### src/rtl/mem_port_arbiter_pkg.sv
// mem_port_arbiter_pkg: shared state encodings and port ids for the memory port arbiter
package mem_port_arbiter_pkg;
    localparam logic [1:0] ARB_IDLE  = 2'd0;
    localparam logic [1:0] ARB_OWN0  = 2'd1;
    localparam logic [1:0] ARB_OWN1  = 2'd2;
    localparam logic [1:0] ARB_DRAIN = 2'd3;
    localparam logic P_ICACHE = 1'b0;
    localparam logic P_DCACHE = 1'b1;
    function automatic logic [1:0] own_state(input logic port);
        return port == P_DCACHE ? ARB_OWN1 : ARB_OWN0;
    endfunction
endpackage

### src/rtl/mem_port_arbiter_rr_pick.sv
// arb_rr_pick: round-robin choice between two requesters, ties go to the port that did not own last
module arb_rr_pick (
    input  logic req0,
    input  logic req1,
    input  logic rr_last,
    output logic any,
    output logic winner
);
    assign any    = req0 | req1;
    assign winner = (req0 & req1) ? ~rr_last : req1;
endmodule

### src/rtl/mem_port_arbiter.sv
// mem_port_arbiter: grants whole-transaction memory ownership to the I-cache or D-cache port
module mem_port_arbiter
    import mem_port_arbiter_pkg::*;
#(
    parameter int ADDR_W   = 16,
    parameter int DATA_W   = 16,
    parameter int MAX_HOLD = 32,
    parameter int CNT_W    = 6
) (
    input  logic              clk,
    input  logic              rst,
    input  logic              req0,
    input  logic              req1,
    input  logic              rd0,
    input  logic              rd1,
    input  logic              wr0,
    input  logic              wr1,
    input  logic [ADDR_W-1:0] addr0,
    input  logic [ADDR_W-1:0] addr1,
    input  logic [DATA_W-1:0] wdata0,
    input  logic [DATA_W-1:0] wdata1,
    output logic              grant0,
    output logic              grant1,
    output logic              stall0,
    output logic              stall1,
    output logic              preempt0,
    output logic              preempt1,
    output logic              mem_rd,
    output logic              mem_wr,
    output logic [ADDR_W-1:0] mem_addr,
    output logic [DATA_W-1:0] mem_wdata,
    input  logic              mem_stall,
    input  logic [3:0]        busy,
    output logic              err
);
    logic [1:0]       state, state_nx;
    logic [CNT_W-1:0] hold_cnt;
    logic             rr_last, any, winner;
    logic             own0, own1, owning, o_req, o_rd, o_wr, mem_idle, at_max, enter;

    arb_rr_pick u_pick (
        .req0    (req0),
        .req1    (req1),
        .rr_last (rr_last),
        .any     (any),
        .winner  (winner)
    );

    assign own0     = state == ARB_OWN0;
    assign own1     = state == ARB_OWN1;
    assign owning   = own0 | own1;
    assign o_req    = own1 ? req1 : req0;
    assign o_rd     = own1 ? rd1 : rd0;
    assign o_wr     = own1 ? wr1 : wr0;
    assign mem_idle = busy == '0;
    assign at_max   = hold_cnt == CNT_W'(MAX_HOLD);
    assign enter    = !owning && any && mem_idle;

    assign grant0    = own0;
    assign grant1    = own1;
    assign stall0    = own0 ? mem_stall : req0;
    assign stall1    = own1 ? mem_stall : req1;
    assign preempt0  = own0 & at_max & req1;
    assign preempt1  = own1 & at_max & req0;
    assign mem_rd    = owning & o_rd & ~o_wr;
    assign mem_wr    = owning & o_wr & ~o_rd;
    assign mem_addr  = own1 ? addr1 : addr0;
    assign mem_wdata = own1 ? wdata1 : wdata0;

    // IDLE and DRAIN behave alike: wait for quiet banks, then hand memory to the round-robin winner
    always_comb begin
        state_nx = owning ? (o_req ? state : ARB_DRAIN)
                 : !mem_idle ? state
                 : any ? own_state(winner) : ARB_IDLE;
    end

    // Owner state, fairness memory, saturating hold timer and sticky rd&wr error
    always_ff @(posedge clk or negedge rst) begin
        if (!rst) begin
            state    <= ARB_IDLE;
            rr_last  <= P_ICACHE;
            hold_cnt <= '0;
            err      <= 1'b0;
        end else begin
            state <= state_nx;
            if (owning && !o_req) rr_last <= own1;
            if (enter) hold_cnt <= '0;
            else if (owning && !at_max) hold_cnt <= hold_cnt + 1'b1;
            if (owning && o_rd && o_wr) err <= 1'b1;
        end
    end
endmodule

### config.mk
export PLATFORM = sky130hd
export DESIGN_NAME = mem_port_arbiter
export DESIGN_NICKNAME = d
export VERILOG_FILES = /design/src/rtl/mem_port_arbiter_pkg.sv /design/src/rtl/mem_port_arbiter_rr_pick.sv /design/src/rtl/mem_port_arbiter.sv
export SDC_FILE = /design/constraint.sdc
export NUM_CORES = 1
export LEC_CHECK = 0
export ABC_AREA = 1
export CORE_AREA = 2 2 66 68
export CTS_CLUSTER_SIZE = 20
export DETAILED_ROUTE_END_ITERATION = 12
export DIE_AREA = 0 0 68 70
export PLACE_DENSITY = 0.79
export SYNTH_ARGS = -nofsm -noshare
export SYNTH_HDL_FRONTEND = slang
export SYNTH_SLANG_ARGS = --single-unit
### constraint.sdc
create_clock -name clk -period 1.9 [get_ports clk]
set_clock_uncertainty 0.05 [all_clocks]
set_input_delay 0.475 -clock clk [delete_from_list [all_inputs] [get_ports clk]]
set_output_delay 0.475 -clock clk [all_outputs]
set_load 0.05 [all_outputs]
==> impl_results.md, run 1 <==
- Result of the run: complete, but fails checks
- Failing checks: negative setup slack
- Synth-to-layout area growth: 211%
- Post-synth ARST share: 100%
- Wire length reported by the detailed router: 5840 um
- Critical-path cell with the highest stage delay: dfrtp_1
- Share of the clock period used by the worst path: 108%
- Gr ovfl total: 0
- Power density over the cells: 1810 nW/um^2
- Biggest area consumer among synthesized cells: nand2_1
- I/O pin cnt: 118
- Shortest period the worst path allows: 2050 ps
- Mapped Nets: 290
- Avg Synthesized Cell Area: 5.41 um^2
- Area share of the largest cell type after synthesis: 43.0%
- Vias: 1,844
- Max-slew violation total from the final report: 0
- Largest net degree at the start of global routing: 19
- Clock insertion delay at the later pin of the skew report: 240 ps
- TritonRoute pass-1 iters: 4
- CTS tree: done
- GR Util All Layers: 22.8%
- Seq/Total Area, Yosys: 22.2%
- Post-synth EDFFs: 0
- Top fanout value on the critical path: 6
- Post-placement cell area: 3170 um^2
- Number of clock sinks: 10
- Synthesized flop and latch total: 10
- Top library cells by usage in the layout, fill and taps aside: clkdlybuf4s50_1 (76), nand2_2 (50), nand2_1 (45)
- Overall die width: 68 um
- DIE HEIGHT: 70 um
- Number of instances in the synthesized netlist: 208
- 1st-iter DRT viols: 29
- Relative slew slack: 69.9%
- Reported max-cap violation count: 0
- Number of antenna-violating nets in the routed design: 0
- Buffer and inverter count on the worst path: 3
- Transition time of the tightest slew-check pin: 450 ps
- Crit end category: output pin
- Diode insertion count for antenna repair: 0
- Antenna violations before repair: 0
- Pre-CTS WS: -61.4 ps
- Core area: 4140 um^2
- Most common flop cell mapped by yosys: dfrtp_1
- Post-route design area: 3500 um^2
- Final setup violation count: 37
- CP cell instances: inv_2 -> ha_4 -> buf_12 -> nand2_4 -> nand2_4 -> nand2_2 -> nor2_4 -> buf_12
- CP delay by family, top: flip-flops
- Placement Rows: 24
- Path class of the lowest-slack min-delay path: flip-flop to flip-flop
- Unrepaired setup endpoints after global routing: true
- Count of port buffers added during placement: 117
- # DRC: 0
- Lkg Pwr: 1.59 nW
- Dominant cells by area after synthesis: nand2_1 (43%), dfrtp_1 (22%), ha_1 (5.6%)
- Clock tree root driver cell: clkbuf_8
- Overall power after layout: 6.35 mW
- Final weighted congestion of routability-driven global placement: 0.837
- Data required, critical path: 1370 ps
- Data arrival, critical path: 1520 ps
- Clock buffer count from CTS: 3
- Number of H-tree levels: 1
- Setup crit start kind: flip-flop
- Number of global-route vias before repair: 1,836
- Fraction of final layout cells with drive strength greater than 1: 51.0%
- Number of nets at the end of the flow: 426
- Distinct cells, synth: 23
- Clock transition at the registers of the reported paths: 50 ps
- Ys Warns: 0
- Filler instances: 213
- Number of buffers on the longest clock path: 2
- Full die area: 4760 um^2
- Average wire per cell in the routed design: 14.8 um
- F_max: 0.489 GHz
- Global-route wire length before repair: 8440 um
- Final hold viol count: 0
- Commonest non-fill, non-tap cell in the layout: clkdlybuf4s50_1
- Starting density of the core: 27.1%
- Via/cell ratio: 4.67
- Synthesized cell area: 1120 um^2
- Post-DP HPWL: 4510 um
- Instance count after placement with tap cells included: 382
- IR Drop Worst-Case VDD: 958 uV
- Stage delay of the slowest cell on the critical path: 400 ps
- Path type of the worst setup path: flip-flop to output pin
- Total Negative Setup Slacks: -3380 ps
- Post-cts hold buffer count: 0
- Final worst-path setup slack: -147 ps
- Non-filler instance count after layout: 395
==> routing by layer <==
layer	wire length [um]	vias up	global-route usage (%)
li1	-	910	-
met1	1970	857	22.5
met2	3220	66	44.7
met3	554	11	6.44
met4	98	0	5.33
met5	0	-	0
==> state kept, by name (all words and copies together), names as in the netlist <==
register	cells
rr_last	1
hold_cnt	6
err	1
state	2
==> cells by family (layout without fill, tap and decap cells) <==
logic type,Yosys count,after routing,synth area share (%)
adder cells (fa/ha/maj),5,5,5.56
buffers and inverters,26,161,10.1
flip-flops,10,10,22.2
AO/OA/AOI/OAI,12,12,7.23
AND/OR/NAND/NOR,155,155,54.8
==> path summary, 6_finish.rpt <==
path	from	end	slack, ps	cells after the start
worst max-delay path	state[0]	mem_wr	-150	8
worst min-delay path	err	err	450	1
worst max register to register	state[0]	state[1]	410	9
worst min register to register	err	err	450	1
max in group asynchronous	rst	state[0]	990	1
min in group asynchronous	rst	hold_cnt[5]	490	1
==> synth_stat cells, types with 2 or more instances <==
cell type,count
nand2_1,129
inv_1,16
dfrtp_1,10
nand3_1,9
nor2_1,7
ha_1,5
o21ai_0,5
buf_2,4
nand4_1,4
clkbuf_1,2
inv_2,2
nand2_2,2
nor2_2,2
o21ai_1,2
==> where the power goes <==
group / total [mW] / switching [mW] / leakage (nW) / internal [mW]
Clock: 0.276 / 0.0934 / 0.0288 / 0.183
Combinational: 5.68 / 3.10 / 1.44 / 2.58
Sequential: 0.389 / 0.0826 / 0.122 / 0.306
Total: 6.35 / 3.28 / 1.59 / 3.07
==> worst reg2reg max path, cell delays in order (launching register included) <==
cell	delay (ps)
dfrtp_1	400
inv_2	90
ha_4	210
inv_8	70
buf_4	150
a21oi_2	160
o21ai_4	90
nand2_2	90
nand2_1	50
o21ai_1	70
==> per-stage QoR <==
stage / utilization [%] / hold slack, ps
2_1_floorplan: - / 129
3_3_place_gp: 76.5 / 447
3_5_place_dp: 76.5 / 454
4_1_cts: 82.7 / 466
5_1_grt: 84.5 / 478
6_report: 84.5 / 450
==> what timing repair did <==
action                                  in CTS  in global routing
endpoints found under the setup margin      39                 38
buffers inserted                             6                  3
resized for setup                           43                 15
pin swaps                                   10                  2
==> area by class of cell <==
class	count	area, um^2	area share (%)
Multi-Input combinational cell	172	1260	35.9
Sequential cell	10	250	7.15
Tap cell	52	65.1	1.86
Timing Repair Buffer	139	1790	51.3
Clock buffer	4	55.1	1.57
Inverter	18	77.6	2.22
Power figures use the tool's default switching activity.
==> inputs of run 2 (changes only) <==
GPL_TIMING_DRIVEN = 0   (was unset)
HOLD_SLACK_MARGIN = 0.03   (was unset)
RECOVER_POWER = 25   (was unset)
==> impl_results.md, run 2 (synthesis gave the netlist of run 1 again) <==
- RR Startpoint: hold_cnt[0]
- Wire length reported by the detailed router: 6950 um (+19%)
- Result of the run: complete, but fails checks
- Overall power after layout: 6.41 mW (+1.0%)
- Number of antenna-violating nets in the routed design: 0 (unchanged)
- Transition time of the tightest slew-check pin: 505 ps (+54.8 ps)
- Fraction of final layout cells with drive strength greater than 1: 54.0% (+3.0 points)
- Count of port buffers added during placement: 117 (unchanged)
- Data arrival, critical path: 1590 ps (+70 ps)
- Reg2Reg Capture Point: hold_cnt[5]
- Average wire per cell in the routed design: 17.2 um (+16%)
- Full die area: 4760 um^2 (unchanged)
- Clock insertion delay at the later pin of the skew report: 240 ps (about the same)
- TritonRoute pass-1 iters: 4 (unchanged)
- Filler instances: 166 (-22%)
- DIE HEIGHT: 70 um (unchanged)
- Path type of the worst setup path: flip-flop to output pin
- Clock transition at the registers of the reported paths: 50 ps (about the same)
- Register containing the most flip-flops in the final layout: hold_cnt
- Gr ovfl total: 0 (unchanged)
- Commonest non-fill, non-tap cell in the layout: clkdlybuf4s50_1
- Worst hold path cell count: 1 (unchanged)
- Vias: 1,949 (+5.7%)
- # DRC: 0 (unchanged)
- Proportion of power drawn by the clock network: 3.5% (-0.9 points)
- Setup crit start kind: flip-flop
- Lkg Pwr: 1.66 nW (+3.9%)
- GR Util All Layers: 25.5% (+2.6 points)
- Largest net degree at the start of global routing: 11 (-8)
- Register-to-Register Path Depth: 13 (+4)
- Relative slew slack: 66.5% (-3.4 points)
- Post-DP HPWL: 3990 um (-12%)
- Post-route design area: 3520 um^2 (+0.68%)
- Failing checks: negative setup slack
- Overall die width: 68 um (unchanged)
- Pre-CTS WS: -803 ps (-742 ps)
- Max-slew violation total from the final report: 0 (unchanged)
- Max reg flops: 6 (unchanged)
- Clock buffer count from CTS: 3 (unchanged)
- Combinational power share: 90.4% (+0.9 points)
- Final hold viol count: 0 (unchanged)
- Number of clock sinks: 10 (unchanged)
- Final worst-path setup slack: -217 ps (-69.6 ps)
- F_max: 0.472 GHz (-3.3%)
- Int Pwr: 2.94 mW (-4.1%)
- Net switching share of the total power: 54.1% (+2.4 points)
- Number of global-route vias before repair: 1,971 (+7.4%)
- Hold path startpoint: err
- Reported max-cap violation count: 0 (unchanged)
- Top fanout value on the critical path: 8 (+2)
- Switching pwr: 3.47 mW (+5.8%)
- Data required, critical path: 1370 ps (about the same)
- Number of H-tree levels: 1 (unchanged)
- Placement Rows: 24 (unchanged)
- Starting density of the core: 27.1% (unchanged)
- 1st-iter DRT viols: 52 (+79%)
- Path class of the lowest-slack min-delay path: flip-flop to flip-flop
- Synth-to-layout area growth: 213%
- Largest regs: hold_cnt (6), state (2)
- IR Drop Worst-Case VDD: 1170 uV (+22%)
- CTS tree: done
- Unrepaired setup endpoints after global routing: true
- Core area: 4140 um^2 (unchanged)
- Diode insertion count for antenna repair: 0 (unchanged)
- Final weighted congestion of routability-driven global placement: 0.832 (-0.63%)
- Worst-case hold path end point: err
- Final setup violation count: 36 (-2.7%)
- Internal reg-to-reg setup slack: 80 ps (-330 ps)
- Number of buffers on the longest clock path: 2 (unchanged)
- Number of nets at the end of the flow: 436 (+2.3%)
- Post-placement cell area: 2740 um^2 (-14%)
- Sequential power share: 6.1% (about the same)
- Shortest period the worst path allows: 2120 ps (+69.6 ps)
- I/O pin cnt: 118 (unchanged)
- Power density over the cells: 1820 nW/um^2 (+0.35%)
- Share of the clock period used by the worst path: 111% (+3.7 points)
- Global-route wire length before repair: 9290 um (+10%)
- Clock tree root driver cell: clkbuf_8
- Antenna violations before repair: 0 (unchanged)
- Via/cell ratio: 4.82 (+3.3%)
- Crit end category: output pin
- Top library cells by usage in the layout, fill and taps aside: clkdlybuf4s50_1 (73), nand2_4 (53), nand2_1 (41)
==> run 2: metrics by stage <==
stage	hold slack, ps	TNS [ps]	util, %	cells
2_1_floorplan	129	-365	-	208
6_report	425	-5430	85.0	404
5_1_grt	470	-7260	85.0	404
3_3_place_gp	410	-25620	66.0	377
3_5_place_dp	420	-26140	66.0	377
4_1_cts	426	-4520	80.3	404
==> run 2: final cells by class <==
| cell class | instances | area, um^2 | area share, % |
|---|---|---|---|
| clock buffers | 3 | 41.3 | 1.17 |
| repair buffers | 143 | 1630 | 46.2 |
| inverters | 18 | 82.6 | 2.34 |
| multi-input cells | 172 | 1360 | 38.5 |
| flip-flops and latches | 10 | 250 | 7.10 |
| plain buffers | 6 | 97.6 | 2.77 |
| well taps | 52 | 65.1 | 1.85 |
==> run 2: repair_timing <==
item	4_1_cts	5_1_grt
pin swaps	10	13
setup endpoints to repair	41	40
cloned	2	0
resized for setup	355	50
hold buffers	0	0
buffers inserted	23	4
==> run 2: power by group through the flow <==
stage	combinational, mW	sequential, mW	clock [mW]
floorplan	3.02	0.386	0
global placement	4.06	0.394	0
detailed placement	4.10	0.396	0
CTS	5.35	0.376	0.225
global route	6.08	0.396	0.229
finish	5.80	0.391	0.223
==> run 2: how the worst max path moves through the flow <==
stage | from | to | slack [ps] | depth (start not counted)
floorplan | state[0] | mem_rd | -120 | 9
global placement | req0 | preempt1 | -790 | 4
detailed placement | req0 | preempt1 | -800 | 4
CTS | state[0] | mem_rd | -200 | 9
global route | state[0] | mem_addr[6] | -270 | 9
finish | state[0] | mem_addr[6] | -220 | 9
==> run 2: worst max-delay path: stages (launching register included) <==
cell,delay (ps)
dfrtp_1,390
inv_2,80
ha_4,140
buf_8,130
clkinv_8,90
buf_12,130
buf_12,130
nand2_4,60
nand2_4,40
buf_6,140
==> run 2: per-layer routing <==
layer	track usage [%]	vias up	part of all wire, %
li1	-	922	-
met2	51.1	104	55
met3	4.67	18	8.6
met5	0	-	0
met1	24.7	905	33
met4	7.56	0	2.7
==> variant 1: new RTL, flow settings as in run 2 <==
`DATA_W`: 16 -> 14.
--- a/src/rtl/mem_port_arbiter.sv
+++ b/src/rtl/mem_port_arbiter.sv
@@ -4,5 +4,5 @@
 #(
     parameter int ADDR_W   = 16,
-    parameter int DATA_W   = 16,
+    parameter int DATA_W   = 14,
     parameter int MAX_HOLD = 32,
     parameter int CNT_W    = 6
Interface: changed (resized mem_wdata, wdata0 and wdata1); port bits go from 118 to 112. The function was not compared with the original's and may differ.
==> variant 1 against run 2 <==
- the flow still finishes with violations (negative setup slack)
- power shrank 18%
- routed wire length down 28%
- sequential cell count stayed put
- cell area down 18%
- setup slack improved by 0.086 ns
- synthesized cell count is 3.8% lower
- critical path depth down 2
- area after synthesis decreased by 2.4%
- combinational power decreased by 21%
==> variant 1: results (changes against run 2) <==
Outcome
  • Failing checks: negative setup slack (unchanged)
  • Outcome: finished, violations left (unchanged)

STA
  • Post-Route Setup TNS: -3.58 ns (was -5.43 ns)
  • Slew HR: 66.9% (was 66.5%)
  • Min setup slack post-route: -0.130 ns (was -0.217 ns)
  • Count of final setup violators: 34 (was 36)

Placed design
  • GP Congestion: 0.849 (was 0.832)
  • Port bufs: 111 (was 117)
  • Detailed Place HPWL: 3830 um (was 3990 um)

Synth
  • Most frequent cells after synthesis: nand2_1 (122), inv_1 (14), dfrtp_1 (10) (was nand2_1 (129), inv_1 (16), dfrtp_1 (10))
  • Compound-Gate Fraction of Synth Area: 7.64% (was 7.23%)
  • Sequential share of the synthesized area: 22.8% (was 22.2%)
  • Post-synth cell types: 22 (was 23)
  • Post-Synth Adder-Cell Area: 5.70% (was 5.56%)
  • Most area-consuming cells after synthesis: nand2_1 (42%), dfrtp_1 (23%), ha_1 (5.7%), inv_1 (4.8%), o21ai_0 (3.2%) (was nand2_1 (43%), dfrtp_1 (22%), ha_1 (5.6%), inv_1 (5.3%), nand3_1 (4.0%))

Global route
  • Tot GR Track Use: 20.3% (was 25.5%)

Drt
  • Starting DRT DRC Count: 37 (was 52)
  • Number of vias per cell: 4.52 (was 4.82)

Power
  • VDD IR-drop max: 1070 uV (was 1170 uV)
  • Leakage: 1.39 nW (was 1.66 nW)

Finish
  • Share of cells above drive strength 1: 41.6% (was 54.0%)

Critical path
  • Crit-path max FO: 10 (was 8)
  • R2R depth: 9 (was 13)
  • R2R Setup Slk: 0.42 ns (was 0.08 ns)

Clock network
  • Post_cts resized: 314 (was 355)
  • Setup bufs post-CTS: 8 (was 23)
variant 1: cell types whose count changed after synthesis, moves of 2 or more:
cell and change:
nand2_1 -7, buf_2 +2, nand3_1 -3, clkbuf_1 -2, o21ai_0 +2, nor2_1 +2, inv_1 -2, nor2_2 -2
variant 1: through the flow:
step	hold WS (ns)	cells	setup WS, ns	total power, mW	area (um2)
floorplan	0.129	200	-0.0556	2.89	1220
global placement	0.408	363	-0.820	3.90	2400
detailed placement	0.418	363	-0.825	3.94	2400
CTS	0.425	378	-0.137	5.02	2790
global route	0.439	381	-0.187	5.52	2900
finish	0.425	381	-0.130	5.24	2900
variant 1: routing by layer:
layer / vias up / global-route usage, % / wire length (um)
li1: 877 / - / -
met1: 765 / 19.9 / 1760
met2: 69 / 39.1 / 2690
met3: 10 / 4.51 / 460
met4: 0 / 7.78 / 91
met5: - / 0 / 0
variant 1: where the power goes:
part	internal [mW]	total [mW]	switching, mW	leakage (nW)
sequential	0.306	0.388	0.0814	0.122
combinational	1.88	4.58	2.71	1.24
clock	0.183	0.271	0.0882	0.0288
total	2.37	5.24	2.87	1.39
variant 1: area by class of cell:
| cell class | count | area [um2] |
|---|---|---|
| well taps | 52 | 65.1 |
| repair buffers | 124 | 1390 |
| multi-input cells | 167 | 985 |
| inverters | 16 | 67.6 |
| repair inverters | 1 | 6.26 |
| flip-flops and latches | 10 | 250 |
| fillers | 303 | 1240 |
| plain buffers | 7 | 78.8 |
| clock buffers | 4 | 55.1 |
variant 1: how the worst max path moves through the flow:
stage,start,to
after floorplan,state[0],mem_wr
after CTS,state[1],mem_wr
final,state[0],mem_wdata[12]
after global placement,req0,preempt1
after detailed placement,req0,preempt1
after global routing,state[0],mem_wdata[11]
==> variant 2: new RTL, config.mk and constraints of run 2 <==
Without the edit above. Reset style: synchronous (`rst`), changed in one clocked block.
--- a/src/rtl/mem_port_arbiter.sv
+++ b/src/rtl/mem_port_arbiter.sv
@@ -76,5 +76,5 @@
 
     // Owner state, fairness memory, saturating hold timer and sticky rd&wr error
-    always_ff @(posedge clk or negedge rst) begin
+    always_ff @(posedge clk) begin
         if (!rst) begin
             state    <= ARB_IDLE;
Formal check against the unedited RTL: differs if rst is asserted again (counterexample within 4 cycles, from zero or initial values and one cycle with rst low); with rst held inactive, the same outputs for 10 cycles.
==> variant 2 against run 2 <==
- the flow still finishes with violations (negative setup slack)
- setup slack better by 0.15 ns
- routed wire length is 27% lower
- utilization is 9.0 points lower
- critical path depth is 1 lower
- power is 25% lower
- final cell count is 3.0% lower
- cell area is 11% lower
- maximum frequency is 7.6% higher
- count of clock-buffer cells in the layout stayed put
- via count is 6.8% lower
- sequential cell count stayed put
- area after synthesis is 3.7% lower
- register-to-register slack better by 0.25 ns
==> variant 2: results (changes against run 2) <==
Outcome
  • Outcome: finished, violations left (unchanged)
  • Failing checks: negative setup slack (unchanged)

Worst hold path
  • Worst hold path class: reg -> reg (unchanged)
  • WHS Endpoint: rr_last (was err)
  • Critical hold path startpoint: rr_last (was err)
  • Number of cells on the worst hold path: 2 (was 1)

Synth
  • Most area-consuming cells after synthesis: nand2_1 (42%), dfxtp_1 (18%), ha_1 (4.6%), inv_1 (4.5%), nor2_1 (4.5%) (was nand2_1 (43%), dfrtp_1 (22%), ha_1 (5.6%), inv_1 (5.3%), nand3_1 (4.0%))
  • Sequential share of the synthesized area: 18.5% (was 22.2%)
  • Xor/xnor share of the synthesized area: 0.808% (was 0%)
  • Compound-Gate Fraction of Synth Area: 7.74% (was 7.23%)
  • Most frequently used flop master after synthesis: dfxtp_1 (was dfrtp_1)
  • Post-Synth Adder-Cell Area: 4.62% (was 5.56%)
  • Post-Syn Nets: 288 (was 290)

Power
  • Seq. pwr: 308 uW (was 391 uW)
  • VDD IR-drop max: 951 uV (was 1170 uV)
  • Tot Pwr: 4.80 mW (was 6.41 mW)
  • Leakage: 1.41 nW (was 1.66 nW)
  • Sw Share: 54.5% (was 54.1%)

Finish
  • Number of fill cells: 281 (was 166)
  • Share of cells above drive strength 1: 44.4% (was 54.0%)
  • Nets@finish: 423 (was 436)
  • Finished Core Util: 76.0% (was 85.0%)

Critical path
  • Crit path DAT: 1.44 ns (was 1.59 ns)
  • R2R depth: 5 (was 13)
  • R2R Setup Slk: 0.33 ns (was 0.08 ns)
  • R2R Path End: hold_cnt[0] (was hold_cnt[5])
  • Crit-path max FO: 7 (was 8)
  • Crit path max-delay cell type: dfxtp_2 (was dfrtp_1)
  • R2R Path Start: state[0] (was hold_cnt[0])
  • Largest stage delay, worst path: 0.33 ns (was 0.39 ns)

Placed design
  • Placed insts: 376 (was 377)
  • GP Congestion: 0.799 (was 0.832)
  • Worst slack at placement: -0.743 ns (was -0.803 ns)
  • Detailed Place HPWL: 3440 um (was 3990 um)

Global route
  • Met1 GRT Util: 24.0% (was 24.7%)
  • Tot GR Track Use: 20.6% (was 25.5%)
  • Global-route wire length before repair: 7670 um (was 9290 um)
  • GRT met2 Usage: 37.0% (was 51.1%)
  • Vias in the first global route: 1713 (was 1971)

Drt
  • Number of vias per cell: 4.64 (was 4.82)
  • WL per Instance: 12.9 um (was 17.2 um)
  • DR WL met3: 412 um (was 595 um)
  • Starting DRT DRC Count: 54 (was 52)
  • Post-Route WL: 5050 um (was 6950 um)
  • DRT met1 WL: 1800 um (was 2320 um)
  • Met2 wire len: 2760 um (was 3850 um)

STA
  • Post-Route Setup TNS: -0.927 ns (was -5.43 ns)
  • Hold Slack: 0.412 ns (was 0.425 ns)
  • Slew @ Worst Pin: 0.502 ns (was 0.505 ns)
  • Count of final setup violators: 27 (was 36)
  • Min setup slack post-route: -0.0669 ns (was -0.217 ns)
[variant 2: cell types whose count changed in the layout (fill, tap and decap cells not counted), moves of 4 or more]
| cell | delta |
|---|---|
| nand2_4 | -17 |
| a21oi_1 | +6 |
| nor2_1 | +8 |
| dfrtp_1 | -10 |
| nand2_1 | +17 |
| dfxtp_1 | +6 |
| nand2_2 | -8 |
| dfxtp_2 | +4 |
[variant 2: cell type report]
| type | count | area share, % |
|---|---|---|
| Clock buffer | 3 | 1.31 |
| Sequential cell | 10 | 6.52 |
| Buffer | 9 | 4.65 |
| Timing Repair inverter | 1 | 0.516 |
| Timing Repair Buffer | 130 | 46.2 |
| Multi-Input combinational cell | 172 | 36.6 |
| Inverter | 15 | 2.19 |
| Tap cell | 52 | 2.07 |
[variant 2: what timing repair did]
| item | 4_1_cts | 5_1_grt |
|---|---|---|
| pin swaps | 23 | 24 |
| setup buffers | 4 | 6 |
| cloned | 4 | 0 |
| setup endpoints to repair | 41 | 38 |
| resized for setup | 356 | 55 |
[variant 2: how the worst max path moves through the flow]
stage	start	to	slack [ns]	cells after the start
2_1_floorplan	state[0]	stall1	-0.08	4
3_3_place_gp	req0	preempt1	-0.75	4
3_5_place_dp	req0	preempt1	-0.74	4
4_1_cts	state[0]	mem_rd	-0.08	9
5_1_grt	state[0]	mem_wr	-0.12	9
6_report	state[0]	mem_addr[7]	-0.07	8
[variant 2: logic make-up after synthesis]
family	count (synthesis)
and+or+nand+nor	152
AOI/OAI and AO/OA	15
DFF	10
buffers and inverters	25
xor gates and xnor gates	1
adders and majority gates	4
[variant 2: worst register-to-register path, delay by kind of cell (launching register included)]
family,cells,cell delay [ns]
and+or+nand+nor,1,0.18
adders and majority gates,1,0.27
AOI/OAI and AO/OA,2,0.56
buffers and inverters,1,0.04
DFF,1,0.33
